**src/rtl/module_disp_7_seg_monitor_pkg.sv**
```systemverilog
// Shared 7-segment definitions for the display controller and its bus monitor.
// Segment codes are active-low, ordered {g,f,e,d,c,b,a}.
package pkg_disp_7_seg;

  localparam int         NUM_DIGITS  = 4;
  localparam logic [7:0] ANODE_BLANK = 8'hFF;

  localparam logic [6:0] SEG_CODE [16] = '{
    7'h40, 7'h79, 7'h24, 7'h30,
    7'h19, 7'h12, 7'h02, 7'h78,
    7'h00, 7'h10, 7'h08, 7'h03,
    7'h46, 7'h21, 7'h06, 7'h0E
  };

  typedef enum logic [1:0] {
    IDLE,
    SETTLE,
    CAPTURED
  } fsm_state_t;

endpackage

```
**src/rtl/module_disp_7_seg_monitor_if.sv**
```systemverilog
// Multiplexed display bus plus the monitor's reassembled-frame outputs.
// The master side drives the anode/segment bus; the slave side is the monitor.
interface module_disp_7_seg_monitor_if;

  logic [7:0]  an;
  logic [7:0]  seg;
  logic [15:0] data_out;
  logic        frame_valid;
  logic        frame_error;
  logic        stale;

  modport master (
    output an,
    output seg,
    input  data_out,
    input  frame_valid,
    input  frame_error,
    input  stale
  );

  modport slave (
    input  an,
    input  seg,
    output data_out,
    output frame_valid,
    output frame_error,
    output stale
  );

endinterface

```
**src/rtl/module_disp_7_seg_monitor_seg_to_hex.sv**
```systemverilog
// Inverse of the display font: maps an active-low segment pattern back to its
// nibble; unknown patterns (including all-off) give 0 and raise invalid.
module module_seg_to_hex
  import pkg_disp_7_seg::*;
(
  input  logic [6:0] seg,
  output logic [3:0] hex,
  output logic       invalid
);

  always_comb begin
    hex     = 4'h0;
    invalid = 1'b1;
    for (int i = 0; i < 16; i++) begin
      if (seg == SEG_CODE[i]) begin
        hex     = 4'(i);
        invalid = 1'b0;
      end
    end
  end

endmodule

```
**src/rtl/module_disp_7_seg_monitor.sv**
```systemverilog
// Receive-side monitor for the multiplexed 7-segment bus: waits for each anode
// to settle, decodes its digit and reports every completed 4-digit frame.
module module_disp_7_seg_monitor
  import pkg_disp_7_seg::*;
#(
  parameter int STABLE_CYCLES  = 4,
  parameter int TIMEOUT_CYCLES = 100000
) (
  input  logic                      clk,
  input  logic                      rst,
  module_disp_7_seg_monitor_if.slave bus
);

  localparam int SCW = $clog2(STABLE_CYCLES + 1);
  localparam int TOW = $clog2(TIMEOUT_CYCLES + 1);
  localparam logic [SCW-1:0] STABLE_LAST  = SCW'(STABLE_CYCLES);
  localparam logic [TOW-1:0] TIMEOUT_LAST = TOW'(TIMEOUT_CYCLES);

  logic [7:0]                 an_q;
  logic [6:0]                 seg_q;
  fsm_state_t                 state_q, state_d;
  logic [1:0]                 idx_q, idx_d;
  logic [SCW-1:0]             cnt_q, cnt_d;
  logic [NUM_DIGITS-1:0][3:0] digits_q, digits_d;
  logic [NUM_DIGITS-1:0]      mask_q, mask_d;
  logic                       err_q, err_d;
  logic [TOW-1:0]             timeout_q, timeout_d;
  logic                       stale_q, stale_d;
  logic [15:0]                data_q, data_d;
  logic                       valid_q, valid_d;
  logic                       ferr_q, ferr_d;

  logic       anode_ok;
  logic [1:0] anode_idx;
  logic [3:0] dec_hex;
  logic       dec_invalid;
  logic       frame_done;

  module_seg_to_hex u_seg_to_hex (
    .seg     (seg_q),
    .hex     (dec_hex),
    .invalid (dec_invalid)
  );

  // Only a single low anode among hex0..hex3 with the upper bank dark counts.
  always_comb begin
    anode_ok  = 1'b0;
    anode_idx = 2'd0;
    if (an_q[7:4] == 4'hF) begin
      case (an_q[3:0])
        4'b1110: begin anode_ok = 1'b1; anode_idx = 2'd0; end
        4'b1101: begin anode_ok = 1'b1; anode_idx = 2'd1; end
        4'b1011: begin anode_ok = 1'b1; anode_idx = 2'd2; end
        4'b0111: begin anode_ok = 1'b1; anode_idx = 2'd3; end
        default: ;
      endcase
    end
  end

  always_comb begin
    state_d    = state_q;
    idx_d      = idx_q;
    cnt_d      = cnt_q;
    digits_d   = digits_q;
    mask_d     = mask_q;
    err_d      = err_q;
    timeout_d  = timeout_q;
    stale_d    = stale_q;
    data_d     = data_q;
    ferr_d     = ferr_q;
    frame_done = (mask_q == '1);
    valid_d    = frame_done;

    if (frame_done) begin
      data_d    = digits_q;
      ferr_d    = err_q;
      mask_d    = '0;
      err_d     = 1'b0;
      timeout_d = '0;
      stale_d   = 1'b0;
    end else if (timeout_q != TIMEOUT_LAST) begin
      timeout_d = timeout_q + TOW'(1);
      if (timeout_d == TIMEOUT_LAST) begin
        mask_d  = '0;
        err_d   = 1'b0;
        stale_d = 1'b1;
      end
    end

    case (state_q)
      IDLE: begin
        if (anode_ok) begin
          state_d = SETTLE;
          idx_d   = anode_idx;
          cnt_d   = SCW'(1);
        end
      end
      SETTLE: begin
        if (!anode_ok) begin
          state_d = IDLE;
          cnt_d   = '0;
        end else if (anode_idx != idx_q) begin
          idx_d = anode_idx;
          cnt_d = SCW'(1);
        end else begin
          cnt_d = cnt_q + SCW'(1);
        end
      end
      CAPTURED: begin
        if (!anode_ok) begin
          state_d = IDLE;
        end else if (anode_idx != idx_q) begin
          state_d = SETTLE;
          idx_d   = anode_idx;
          cnt_d   = SCW'(1);
        end
      end
      default: state_d = IDLE;
    endcase

    // Sample once per anode dwell, on the cycle the settle count is reached.
    if (state_d == SETTLE && cnt_d == STABLE_LAST) begin
      state_d         = CAPTURED;
      digits_d[idx_d] = dec_hex;
      if (!(stale_d && !stale_q)) begin
        mask_d[idx_d] = 1'b1;
        err_d         = err_d | dec_invalid;
      end
    end
  end

  always_ff @(posedge clk or negedge rst) begin
    if (!rst) begin
      an_q      <= ANODE_BLANK;
      seg_q     <= 7'h7F;
      state_q   <= IDLE;
      idx_q     <= 2'd0;
      cnt_q     <= '0;
      digits_q  <= '0;
      mask_q    <= '0;
      err_q     <= 1'b0;
      timeout_q <= '0;
      stale_q   <= 1'b0;
      data_q    <= 16'h0000;
      valid_q   <= 1'b0;
      ferr_q    <= 1'b0;
    end else begin
      an_q      <= bus.an;
      seg_q     <= bus.seg[6:0];
      state_q   <= state_d;
      idx_q     <= idx_d;
      cnt_q     <= cnt_d;
      digits_q  <= digits_d;
      mask_q    <= mask_d;
      err_q     <= err_d;
      timeout_q <= timeout_d;
      stale_q   <= stale_d;
      data_q    <= data_d;
      valid_q   <= valid_d;
      ferr_q    <= ferr_d;
    end
  end

  assign bus.data_out    = data_q;
  assign bus.frame_valid = valid_q;
  assign bus.frame_error = ferr_q;
  assign bus.stale       = stale_q;

endmodule

```
**src/flat_wrapper.sv**
```systemverilog
// flat-port wrapper written by rule: the top's interface ports become plain ports
module module_disp_7_seg_monitor_flat import pkg_disp_7_seg::*;
#(
  parameter int STABLE_CYCLES  = 4,
  parameter int TIMEOUT_CYCLES = 100000
)
  (clk, rst, bus_an, bus_seg, bus_data_out, bus_frame_valid, bus_frame_error, bus_stale);
  module_disp_7_seg_monitor_if bus_i ();
  input  logic clk;
  input  logic rst;
  input wire logic [$bits(bus_i.an)-1:0] bus_an;
  input wire logic [$bits(bus_i.seg)-1:0] bus_seg;
  output wire logic [$bits(bus_i.data_out)-1:0] bus_data_out;
  output wire logic [$bits(bus_i.frame_valid)-1:0] bus_frame_valid;
  output wire logic [$bits(bus_i.frame_error)-1:0] bus_frame_error;
  output wire logic [$bits(bus_i.stale)-1:0] bus_stale;
  assign bus_i.an = bus_an;
  assign bus_i.seg = bus_seg;
  assign bus_data_out = bus_i.data_out;
  assign bus_frame_valid = bus_i.frame_valid;
  assign bus_frame_error = bus_i.frame_error;
  assign bus_stale = bus_i.stale;
  module_disp_7_seg_monitor #(.STABLE_CYCLES(STABLE_CYCLES), .TIMEOUT_CYCLES(TIMEOUT_CYCLES)) u_core (.clk(clk), .rst(rst), .bus(bus_i));
endmodule
```
**config.mk**
```make
export PLATFORM = sky130hd
export DESIGN_NAME = module_disp_7_seg_monitor_flat
export DESIGN_NICKNAME = d
export VERILOG_FILES = /design/src/rtl/module_disp_7_seg_monitor_pkg.sv /design/src/rtl/module_disp_7_seg_monitor_if.sv /design/src/rtl/module_disp_7_seg_monitor_seg_to_hex.sv /design/src/rtl/module_disp_7_seg_monitor.sv /design/src/flat_wrapper.sv
export SDC_FILE = /design/constraint.sdc
export NUM_CORES = 1
export LEC_CHECK = 0
export BUFFER_PORTS_ARGS = -buffer_cell sky130_fd_sc_hd__buf_2
export CORE_MARGIN = 2
export CORE_UTILIZATION = 55
export CTS_CLUSTER_DIAMETER = 120
export DETAILED_ROUTE_END_ITERATION = 8
export GPL_ROUTABILITY_DRIVEN = 0
export PLACE_DENSITY_LB_ADDON = 0.08
export REMOVE_ABC_BUFFERS = 1
export SLEW_MARGIN = 20
export SYNTH_ARGS = -nofsm -noshare
export SYNTH_HDL_FRONTEND = slang
export SYNTH_SLANG_ARGS = --single-unit
```
**constraint.sdc**
```tcl
create_clock -name clk -period 8.8 [get_ports clk]
set_clock_uncertainty 0.15 [all_clocks]
set_input_delay 0.44 -clock clk [delete_from_list [all_inputs] [get_ports clk]]
set_output_delay 0.44 -clock clk [all_outputs]
set_load 0.02 [all_outputs]
```
# Word level (Yosys, flattened, before mapping)
# Index checks and enable logic that the tools add are counted.
# word_totals
register_bits	79
out_inout_bits	19
# op_classes
eq_ne	28
magnitude_cmp	2
n_bitwise	2
n_mux	71
addsub	2
n_reduce_logical	9
# op_table
op	n
$mux W4	20
$mux W17	2
$eq A7 B7 Y1 const B	4
$mux W1	28
$eq A7 B5 Y1 const B	3
$eq A7 B6 Y1 const B	3
$eq A4 B4 Y1 const B	5
$mux W2	9
$add A17 B1 Y17 const B	1
$eq A17 B17 Y1 const B	1
$ne A17 B17 Y1 const B	1
$bwmux W16	1
$mux W3	5
$eq A7 B2 Y1 const B	2
$eq A7 B4 Y1 const B	2
$pmux W2 S3	2
$pmux W3 S3	1
$demux W4 S2	1
$eq A7 B3 Y1 const B	1
$logic_not A7 Y1	1
$eq A2 B1 Y1 const B	2
$eq A4 B3 Y1 const B	1
$or A4 B4 Y4	1
$pmux W2 S2	1
14 further kinds	16

# Depth between registers and ports, before layout
# depth
ltp_word	20
depth_mapped	12
mapped_depth_nobuf	11

# By module
# From an unflattened synthesis, not the netlist that was laid out.
# hier_totals
hier_cells	424
area_unflattened_um2	4189.0
# by_module_without_submodules
mod	n_inst	area_each_um2	cells_per_inst
module_disp_7_seg_monitor	1	3814.9	367
module_seg_to_hex	1	374.1	57

# Worst setup path after synthesis
# OpenSTA, ideal clock, no wires.
# synth_path
kind	reg-to-reg
start	register u_core.an_q[1]
end	register u_core.digits_q[0] (netlist bit)
arrival_time_ns	2.504
stages_incl_launch_ff	9
path_slack_ns	6.019
path_buffers	1
t_required_ns	8.522
cell_sequence	dfstp_2 -> buf_6 -> or4bb_1 -> a21boi_1 -> nor2_1 -> o21a_2 -> nor3_4 -> nand3_4 -> mux2_1
# synth_rtl
item	line_no	text
from (decl)	module_disp_7_seg_monitor.sv:19	logic [7:0] an_q;
from (signal assigned)	module_disp_7_seg_monitor.sv:148	an_q <= bus.an;
$eq A4 B3 Y1 / $eq A4 B4 Y1 (equally long branches)	module_disp_7_seg_monitor.sv:50	case (an_q[3:0])
$pmux W2 S3	module_disp_7_seg_monitor.sv:50	
$mux W2	module_disp_7_seg_monitor.sv:49	if (an_q[7:4] == 4'hF) begin
$ne A2 B2 Y1	module_disp_7_seg_monitor.sv:102, module_disp_7_seg_monitor.sv:112	
$mux W3, on equally long branches	module_disp_7_seg_monitor.sv:112, module_disp_7_seg_monitor.sv:102	
$mux W3, on equally long branches	module_disp_7_seg_monitor.sv:110, module_disp_7_seg_monitor.sv:99	
$pmux W3 S3 (*)	module_disp_7_seg_monitor.sv:90	case (state_q)
via u_core.cnt_d[0]	module_disp_7_seg_monitor.sv:23	logic [SCW-1:0] cnt_q, cnt_d;
$eq A3 B3 Y1 (*)	module_disp_7_seg_monitor.sv:122	if (state_d == SETTLE && cnt_d == STABLE_LAST) begin
$logic_and A1 B1 Y1 (*)	module_disp_7_seg_monitor.sv:122	
to (signal assigned)	module_disp_7_seg_monitor.sv:153	digits_q <= digits_d;
to (decl)	module_disp_7_seg_monitor.sv:24	logic [NUM_DIGITS-1:0][3:0] digits_q, digits_d;
# The timed path passes the listed nets; every way through them passes the cells marked *.
# A chain may end at the register's enable or synchronous reset.

# Worst setup path after layout
# layout_path
start	register u_core.an_q[1]
end	register u_core.digits_q[11] (netlist bit)
# Same word-level chain as after synthesis.

==> impl_metrics.py <==
metrics = {
    "pwr": {
        "ir_worst_vdd_mv": 0.1141,
        "internal-power_mw": 0.5481,
        "comb_power_share": 0.119,
        "pwr-share-clk": 0.367,
        "power_density_nw_per_um2": 166.9,
        "p_switching_mw": 0.2204,
        "switching_share": 0.2868,
        "leakage_nw": 2.158,
        "p_seq_frac": 0.514,
    },
    "place": {
        "hpwl_mm": 5.500,
        "io_buffers": 35,
    },
    "worst_setup_path": {
        "slowest_delay_ns": 0.70,
        "reg2reg_setup_slack_ns": 5.55,
        "r2r_cells": 8,
        "critPathCaptureType": "register",
        "r2r-start": "u_core.an_q[1]$_DFF_PN1_",
        "crit_path_max_fanout": 11,
        "reg2reg_to": "u_core.digits_q[11]$_DFFE_PN0P_",
        "cp_slowest_cell": "dfstp_2",
        "crit_type": "reg2reg",
        "critPathRequiredTime_ns": 8.89,
        "crit_chain": "maj3_2 > a311oi_1 > a311oi_1 > o221ai_1 > nand4bb_4 > nor3_4 > nand3_4 > mux2_1",
        "critPathMostFrequentCell": "a311oi_1",
        "critPathLaunchType": "register",
        "worstPathArrival_ns": 3.34,
    },
    "final_layout": {
        "multiInputGateArea_um2": 2044,
        "final_util": 0.6279,
        "n_antenna_cell": 0,
        "n_fill_cell": 594,
        "register_area_um2": 1996,
        "fin_nets": 468,
        "synthToLayoutAreaGrowth_pct": 9.723,
        "drive_above_1_share": 0.2121,
    },
    "worst_hold_path": {
        "hold_depth": 1,
        "hp-class": "in2reg",
        "holdPathEnd": "u_core.seg_q[0]$_DFF_PN1_",
        "min-delay-start": "bus_seg[0]",
    },
    "run": {
        "maxCapViolCount": 0,
    },
    "outcome": {
        "status": "completed",
    },
    "floorplan": {
        "io_pins": 37,
        "die_width_um": 91.34,
        "num_rows": 31,
        "fp.dieArea_um2": 8342,
        "core_um2": 7331,
        "start_util": 0.5723,
        "fp.dieH_um": 91.34,
    },
    "timing": {
        "rsz0062_at_grt": "false",
        "period_share": 0.3698,
        "max_freq_mhz": 307.3,
        "worst_pin_slew_ns": 0.9527,
        "final_max_slew_viol_count": 0,
        "slew_headroom": 0.3649,
        "finalSetupViolCount": 0,
        "hold_viol_final": 0,
        "min_period_ns": 3.254,
        "finalSetupTns_ns": 0,
    },
    "synthesis": {
        "synth.top_cell.area_share": 0.3817,
        "async_flop_share": 1.000,
        "synth_edf_count": 0,
        "syn_inst": 417,
        "yosysUniqueCellTypes": 72,
        "synthTopCellsByArea": "dfrtp_1 38%, dfstp_2 9.4%, nand2_1 6.5%",
        "syn-cell-area_um2": 4195,
        "ys_warn_count": 0,
        "synth_seq_area_share": 0.4757,
        "avgSynthCellArea_um2": 10.06,
        "dominantRegCellSynth": "dfrtp_1",
        "post-synth-top-count-cell": "nand2_1",
        "ys_ff_latch": 79,
        "synth_common_cells": "73 x nand2_1, 64 x dfrtp_1, 38 x nor2_1, 18 x a21oi_1",
        "synth.largest_area_cell": "dfrtp_1",
    },
    "global_route": {
        "grt_pass1_vias": 2878,
        "grt_start_max_net_pins": 80,
        "antenna_found_initial": 0,
        "grt_remaining_overflow": 0,
        "grt_usage": 0.2004,
        "grt_pass1_wl_mm": 13.52,
    },
    "clock_tree": {
        "holdBufCountCts": 0,
        "postCtsSetupBuffers": 0,
        "cts_buffers": 9,
        "ctsResizeCount": 0,
        "htreeDepth": 3,
        "clkTransAtPathRegs_ns": 0.09,
        "clock_sinks": 79,
        "cts_buffer_depth": 2,
        "cts_tree": "yes",
        "insertion_delay_ns": 0.35,
        "cts-root-buf": "clkbuf_8",
    },
    "routing": {
        "drt-initial-drc-count": 198,
        "vias": 3064,
        "final_antenna_net_count": 0,
        "totalWireLength_mm": 8.013,
        "via_per_inst": 5.601,
        "first_pass_iters": 4,
        "route.detailed.drc": 0,
        "routedWlPerCell_um": 14.65,
    },
}
cells in the final DEF, fill, tap and decap left out, drive strengths merged, types with 4 or more instances in the layout:
| cell type | instances |
|---|---|
| nand2 | 73 |
| dfrtp | 64 |
| nor2 | 38 |
| buf | 36 |
| a21oi | 19 |
| nand3 | 17 |
| mux2 | 17 |
| xor2 | 16 |
| inv | 16 |
| dfstp | 15 |
| o21ai | 14 |
| nand4 | 10 |
| nor3 | 10 |
| clkbuf | 9 |
| ha | 7 |
| xnor2 | 7 |
| nand2b | 6 |
| a22oi | 5 |
| nor4 | 5 |
| a31oi | 4 |
| o21a | 4 |
metal layers:
metal / routed length (µm) / vias to the layer above / part of all wire / global-route usage
li1: - / 1523 / - / -
met3: 211 / 9 / 0.026 / 0.02739
met2: 3821 / 48 / 0.48 / 0.3259
met4: 103 / 0 / 0.013 / 0.06818
met5: 0 / - / 0 / 0
met1: 3877 / 1484 / 0.48 / 0.2779
layout make-up:
class                           instances  share of cell area
Clock buffer                            9             0.02691
Clock inverter                          7             0.01848
Inverter                               12            0.009785
Multi-Input combinational cell        305              0.4441
Sequential cell                        79              0.4335
Tap cell                               99             0.02691
Timing Repair Buffer                   36             0.04023
logic make-up (layout without fill, tap and decap cells):
logic type,count (synthesis),in the layout,share of synthesized area
AO/OA/AOI/OAI,70,70,0.1199
XOR/XNOR,23,23,0.05697
adder cells (fa/ha/maj),8,8,0.02356
buffers and inverters,33,64,0.03698
flip-flops,79,79,0.4757
multiplexers,17,17,0.04742
AND/OR/NAND/NOR,187,187,0.2395
per-stage QoR:
stage                     power [mW]  instances  setup slack [ns]  hold slack [ns]  instance area [µm²]
after global routing          0.8040        547             5.288         0.006065                 4603
final                         0.7685        547             5.546          0.02790                 4603
after floorplan               0.4643        396             5.974        -0.005591                 4085
after detailed placement      0.4930        531             5.512           0.3019                 4394
after global placement        0.4902        531             5.548           0.3031                 4394
after CTS                     0.7783        547             5.502          0.01166                 4603
worst max path at each step:
| stage | depth (start not counted) | from | end | slack (ns) |
|---|---|---|---|---|
| 3_3_place_gp | 8 | u_core.an_q[1]$_DFF_PN1_ | u_core.digits_q[11]$_DFFE_PN0P_ | 5.55 |
| 4_1_cts | 8 | u_core.an_q[1]$_DFF_PN1_ | u_core.digits_q[11]$_DFFE_PN0P_ | 5.50 |
| 6_report | 8 | u_core.an_q[1]$_DFF_PN1_ | u_core.digits_q[11]$_DFFE_PN0P_ | 5.55 |
| 2_1_floorplan | 8 | u_core.an_q[1]$_DFF_PN1_ | u_core.digits_q[0]$_DFFE_PN0P_ | 5.97 |
| 3_5_place_dp | 8 | u_core.an_q[1]$_DFF_PN1_ | u_core.digits_q[11]$_DFFE_PN0P_ | 5.51 |
| 5_1_grt | 9 | u_core.timeout_q[0]$_DFFE_PN0P_ | u_core.mask_q[2]$_DFF_PN0_ | 5.29 |
power by group through the flow:
stage | Clock, mW | Combinational (mW) | Sequential [mW]
detailed placement | 0 | 0.0918 | 0.401
global placement | 0 | 0.0895 | 0.401
floorplan | 0 | 0.0680 | 0.396
global route | 0.305 | 0.101 | 0.397
CTS | 0.291 | 0.0925 | 0.394
finish | 0.282 | 0.0913 | 0.395
registers in the layout (all words and copies together), names as in the netlist, 2 cells and up:
signal	flops
u_core.bus.data_out	16
u_core.digits_q	16
u_core.mask_q	4
u_core.cnt_q	3
u_core.an_q	8
u_core.seg_q	7
u_core.idx_q	2
u_core.timeout_q	17
u_core.state_q	2
worst max-delay path, delay by kind of cell (launching register included):
kind / cells / cell delay, ns
adders and majority gates: 1 / 0.25
and+or+nand+nor: 3 / 0.88
AOI/OAI and AO/OA: 3 / 0.81
DFF: 1 / 0.70
muxes: 1 / 0.36
Power figures use the tool's default switching activity.
